[src/rtl/chan_select_pipe.sv]
// N-channel operand selector: picks a primary channel and its partner, applies a
// per-transfer mode, and buffers results in a DEPTH-entry valid/ready output FIFO.
module chan_select_pipe #(
  parameter int unsigned WIDTH  = 32,
  parameter int unsigned NUM_CH = 4,
  parameter int unsigned DEPTH  = 2,
  parameter int unsigned SEL_W  = $clog2(NUM_CH)
) (
  input  logic                        clk,
  input  logic                        rst_n,
  input  logic [NUM_CH*WIDTH-1:0]     in_data,
  input  logic [NUM_CH-1:0]           in_valid,
  output logic [NUM_CH-1:0]           in_ready,
  input  logic [SEL_W-1:0]            sel,
  input  logic [1:0]                  mode,
  output logic [WIDTH-1:0]            out_data,
  output logic                        out_valid,
  input  logic                        out_ready,
  output logic [$clog2(DEPTH+1)-1:0]  count
);

  localparam int unsigned CNT_W  = $clog2(DEPTH + 1);
  localparam int unsigned PTR_W  = (DEPTH > 1) ? $clog2(DEPTH) : 1;
  localparam int unsigned NBYTES = WIDTH / 8;

  typedef enum logic [1:0] {
    MODE_PASS = 2'd0,
    MODE_REV  = 2'd1,
    MODE_MAX  = 2'd2,
    MODE_OR   = 2'd3
  } mode_e;

  logic [WIDTH-1:0] ch [NUM_CH];
  logic [WIDTH-1:0] mem_q [DEPTH];
  logic [PTR_W-1:0] wr_ptr_q, wr_ptr_d, rd_ptr_q, rd_ptr_d;
  logic [CNT_W-1:0] count_q, count_d;
  logic [WIDTH-1:0] out_data_q, out_data_d;

  logic [SEL_W-1:0] q_idx;
  mode_e            op;
  logic             two_op, full, accept, pop;
  logic [WIDTH-1:0] op_p, op_q, result;

  function automatic logic [PTR_W-1:0] ptr_inc(input logic [PTR_W-1:0] p);
    return (p == PTR_W'(DEPTH - 1)) ? '0 : p + PTR_W'(1);
  endfunction

  always_comb begin
    for (int unsigned i = 0; i < NUM_CH; i++) begin
      ch[i] = in_data[i*WIDTH +: WIDTH];
    end
  end

  assign q_idx  = sel ^ SEL_W'(1);
  assign op     = mode_e'(mode);
  assign two_op = (op == MODE_MAX) || (op == MODE_OR);
  assign full   = (count_q == CNT_W'(DEPTH));
  assign op_p   = ch[sel];
  assign op_q   = ch[q_idx];
  assign accept = !full && in_valid[sel] && (!two_op || in_valid[q_idx]);
  assign pop    = out_valid && out_ready;

  // Ready depends only on fullness and the input side, never on out_ready.
  always_comb begin
    in_ready = '0;
    if (rst_n && !full) begin
      in_ready[sel] = !two_op || in_valid[q_idx];
      if (two_op) begin
        in_ready[q_idx] = in_valid[sel];
      end
    end
  end

  always_comb begin
    result = op_p;
    unique case (op)
      MODE_PASS: result = op_p;
      MODE_REV: begin
        for (int unsigned k = 0; k < NBYTES; k++) begin
          result[k*8 +: 8] = op_p[(NBYTES-1-k)*8 +: 8];
        end
      end
      MODE_MAX:  result = (op_p >= op_q) ? op_p : op_q;
      MODE_OR:   result = op_p | op_q;
      default:   result = op_p;
    endcase
  end

  // out_data is a registered copy of the next head; it holds when the FIFO drains.
  always_comb begin
    wr_ptr_d   = accept ? ptr_inc(wr_ptr_q) : wr_ptr_q;
    rd_ptr_d   = pop ? ptr_inc(rd_ptr_q) : rd_ptr_q;
    count_d    = count_q + CNT_W'(accept) - CNT_W'(pop);
    out_data_d = out_data_q;
    if (count_d != '0) begin
      out_data_d = (accept && (wr_ptr_q == rd_ptr_d)) ? result : mem_q[rd_ptr_d];
    end
  end

  always_ff @(posedge clk) begin
    if (accept) begin
      mem_q[wr_ptr_q] <= result;
    end
  end

  always_ff @(posedge clk or negedge rst_n) begin
    if (!rst_n) begin
      wr_ptr_q   <= '0;
      rd_ptr_q   <= '0;
      count_q    <= '0;
      out_data_q <= '0;
    end else begin
      wr_ptr_q   <= wr_ptr_d;
      rd_ptr_q   <= rd_ptr_d;
      count_q    <= count_d;
      out_data_q <= out_data_d;
    end
  end

  assign out_valid = (count_q != '0);
  assign out_data  = out_data_q;
  assign count     = count_q;

endmodule

[config.mk]
export PLATFORM = sky130hd
export DESIGN_NAME = chan_select_pipe
export DESIGN_NICKNAME = d
export VERILOG_FILES = /design/src/rtl/chan_select_pipe.sv
export SDC_FILE = /design/constraint.sdc
export NUM_CORES = 1
export LEC_CHECK = 0
export CAP_MARGIN = 25
export CORE_AREA = 2 2 144 146
export DETAILED_ROUTE_END_ITERATION = 10
export DIE_AREA = 0 0 146 148
export HOLD_SLACK_MARGIN = 0.05
export PLACE_DENSITY_LB_ADDON = 0.15
export SYNTH_ARGS = -nofsm -noshare
export SYNTH_HDL_FRONTEND = slang
export SYNTH_SLANG_ARGS = --single-unit
export TNS_END_PERCENT = 20
[constraint.sdc]
create_clock -name clk -period 6.66 [get_ports clk]
set_clock_uncertainty 0.1 [all_clocks]
set_input_delay 1.332 -clock clk [delete_from_list [all_inputs] [get_ports clk]]
set_output_delay 1.332 -clock clk [all_outputs]
set_load 0.02 [all_outputs]
==> results_dict.tcl <==
set metrics [dict create \
    die_height_um 148 \
    ff2ff_setup_slack_ps 3170 \
    layoutNonFillerInstCount 1231 \
    yosysTopAreaCell "edfxtp_1" \
    crit_start "sel[1]" \
    tightestPinTransition_ps 865.2 \
    top_layer "met4" \
    avgSynthCellArea_um2 9.855 \
    leakagePower_nw 4.192 \
    synth_warnings 0 \
    initial_core_util_pct 39.39 \
    finalCritPeriodShare_pct 79.77 \
    drc 0 \
    yosysSeqAreaShare_pct 35.76 \
    n_antenna_cell 0 \
    fin_crit_ps 5312 \
    synth_most_common_cell "mux2i_1" \
    max_freq_ghz 0.1882 \
    postSynth.asyncResetShare_pct 36.00 \
    relSlewSlack_pct 42.32 \
    grtUsageTotal_pct 21.77 \
    yosysTopAreaCellShare_pct 24.35 \
    wl_met3_um 1701 \
    grt_pass1_vias 6502 \
    min_from "wr_ptr_q$_DFFE_PN0P_" \
    htreeDepth 3 \
    run_status "completed" \
    routedWlPerCell_um 19.32 \
    setup_tns_ps 0 \
    dp_cells 1215 \
    cts_buffer_depth 2 \
    synth.area.top_cells "edfxtp_1, mux2i_1, dfrtp_1" \
    synthToLayoutAreaGrowth_pct 29.37 \
    timing.rr.start "count[1]$_DFF_PN0_" \
    syn_inst 801 \
    grt_overflow 0 \
    cts_num_sinks 100 \
    coreArea_mm2 0.02004 \
    synth_edf_count 64 \
    rows 52 \
    setup_viol 0 \
    rsz0062_at_grt "no" \
    utilization_pct 50.96 \
    clk_latency_ps 350 \
    crit_required_ps 6650 \
    holdBufCountCts 0 \
    wl_met2_um 10180 \
    criticalPathCategory "input port to flip-flop" \
    met1_length_um 11660 \
    syn_area_mm2 0.007894 \
    die_w_um 146 \
    cts_root_buffer "clkbuf_16" \
    critPathArrivalTime_ps 5300 \
    hold_slack_ps 466.9 \
    drt_iter0_drc 462 \
    report.final.slew_viol_count 0 \
    ioPinCount 178 \
    finalWirelength_um 23780 \
    synthFlopType "edfxtp_1" \
    dp_hpwl_um 17870 \
    place_congestion 0.9704 \
    cts_buffers 9 \
    hp-class "flip-flop to flip-flop" \
    postSynthNetCount 1006 \
    vdd_drop_max_v 0.0002485 \
    synth_commonest_cells "mux2i_1, nand2_1, ha_1, edfxtp_1, o21ai_0" \
    final_layout_size_suffix_gt1_share_pct 9.886 \
    port_buffers 177 \
    yosys_register_bits 100 \
    die-area_mm2 0.02161 \
    grt_pass1_wl_um 37060 \
    grt_antenna_before_repair 0 \
    worst_setup_path_start_kind "input port" \
    cts-resized-gates 0 \
    num_vias 6753 \
    ys_types 51 \
    grt_max_degree 73 \
    worstPathMaxFanout 36 \
    routed_via_density 5.486 \
    max_cap_viol_count 0 \
    firstDrtPassIters 5 \
    cts_tree "yes" \
    p_per_area_mw_per_mm2 342.1 \
    final_nets 1161 \
    endpoint_kind "flip-flop" \
    hold_viol_final 0 \
    post-cts-setup-buffer-count 0 \
    path_clk_slew_ps 70 \
    drt.antenna.violating_nets 0 \
]
## state kept, by name (all words and copies together), names as in the netlist
name	flops
mem_q	64
out_data	32
wr_ptr_q	1
rd_ptr_q	1
count	2
## critical path, cell delays in order
cell and delay [ps]:
buf_4 410, buf_4 300, mux2_2 380, mux2i_1 150, buf_4 180, inv_1 50, ha_1 190, nor3b_1 140
o31ai_1 240, a21oi_1 250, or3_1 610, nor2_4 630, a221o_1 310, nand2_1 80
## cells in the final DEF (no fill, tap or decap), types with 2 or more instances in the layout
| master | netlist | routed |
|---|---|---|
| o22ai_1 | 7 | 7 |
| and2_1 | 8 | 8 |
| nor2b_1 | 6 | 6 |
| nor4_1 | 9 | 9 |
| buf_2 | 10 | 3 |
| nor3_1 | 6 | 5 |
| o22a_1 | 25 | 25 |
| buf_4 | 1 | 21 |
| mux4_2 | 2 | 2 |
| edfxtp_1 | 64 | 64 |
| a31oi_1 | 26 | 26 |
| a221o_1 | 25 | 25 |
| nor2_1 | 36 | 33 |
| o21ai_0 | 47 | 47 |
| nand2b_1 | 4 | 4 |
| inv_6 | 0 | 2 |
| mux2_2 | 36 | 36 |
| clkdlybuf4s50_1 | 0 | 173 |
| o221a_1 | 7 | 7 |
| a21oi_1 | 34 | 34 |
| nand3_1 | 11 | 11 |
| dfrtp_1 | 36 | 36 |
| mux2i_1 | 95 | 95 |
| or2_2 | 2 | 2 |
| nor2_2 | 0 | 3 |
| clkinv_4 | 0 | 2 |
| o2bb2ai_1 | 25 | 25 |
| inv_1 | 44 | 44 |
| or3_1 | 2 | 2 |
| ha_1 | 66 | 66 |
| clkinv_1 | 2 | 3 |
| nand2_1 | 94 | 94 |
| clkbuf_16 | 0 | 9 |
| xnor2_1 | 4 | 4 |
| o21ai_1 | 7 | 7 |
## per-stage QoR
| step | worst slack (ps) | power, mW | area (um^2) |
|---|---|---|---|
| 3_5_place_dp | 1022 | 3.022 | 9930 |
| 3_3_place_gp | 1077 | 3.004 | 9930 |
| 6_report | 1348 | 3.494 | 10210 |
| 5_1_grt | 1084 | 3.728 | 10210 |
| 4_1_cts | 1380 | 3.517 | 10210 |
| 2_1_floorplan | 1451 | 2.286 | 7894 |
## report_power, final
group	total, mW	switching (mW)	internal (mW)
Sequential	1.03	0.110	0.919
Combinational	1.97	1.12	0.847
Clock	0.494	0.235	0.259
## per-layer routing
metal  vias to the layer above  track usage (%)
met2                       260            32.57
met4                         0            4.320
met5                         -                0
met3                        16            3.920
li1                       3289                -
met1                      3188            32.97
## final cells by class
type	instances	area, um^2
inverters	46	172.7
fillers	1916	9827
multi-input cells	602	4692
flip-flops and latches	100	2823
clock inverters	7	57.56
well taps	270	337.8
clock buffers	9	225.2
repair buffers	197	1904
## path summary, 6_finish.rpt
kind / endpoint / cells past startpoint
hold reg to reg: wr_ptr_q$_DFFE_PN0P_ / 1
setup / recovery: mem_q[1][21]$_DFFE_PP_ / 14
max in group asynchronous: out_data[12]$_DFFE_PN0P_ / 2
setup reg to reg: out_data[27]$_DFFE_PN0P_ / 15
hold / removal: wr_ptr_q$_DFFE_PN0P_ / 1
min in group asynchronous: count[1]$_DFF_PN0_ / 2
## cells by family (layout without fill, tap and decap cells)
group / count (synthesis) / in the layout / share of synthesized area (%)
DFF: 100 / 100 / 35.76
muxes: 133 / 133 / 17.75
buffers and inverters: 99 / 259 / 5.104
and+or+nand+nor: 184 / 184 / 10.45
adders and majority gates: 66 / 66 / 10.46
AOI/OAI and AO/OA: 214 / 214 / 19.83
xor gates and xnor gates: 5 / 5 / 0.6499
No activity file was read; power rests on OpenSTA's default activity.
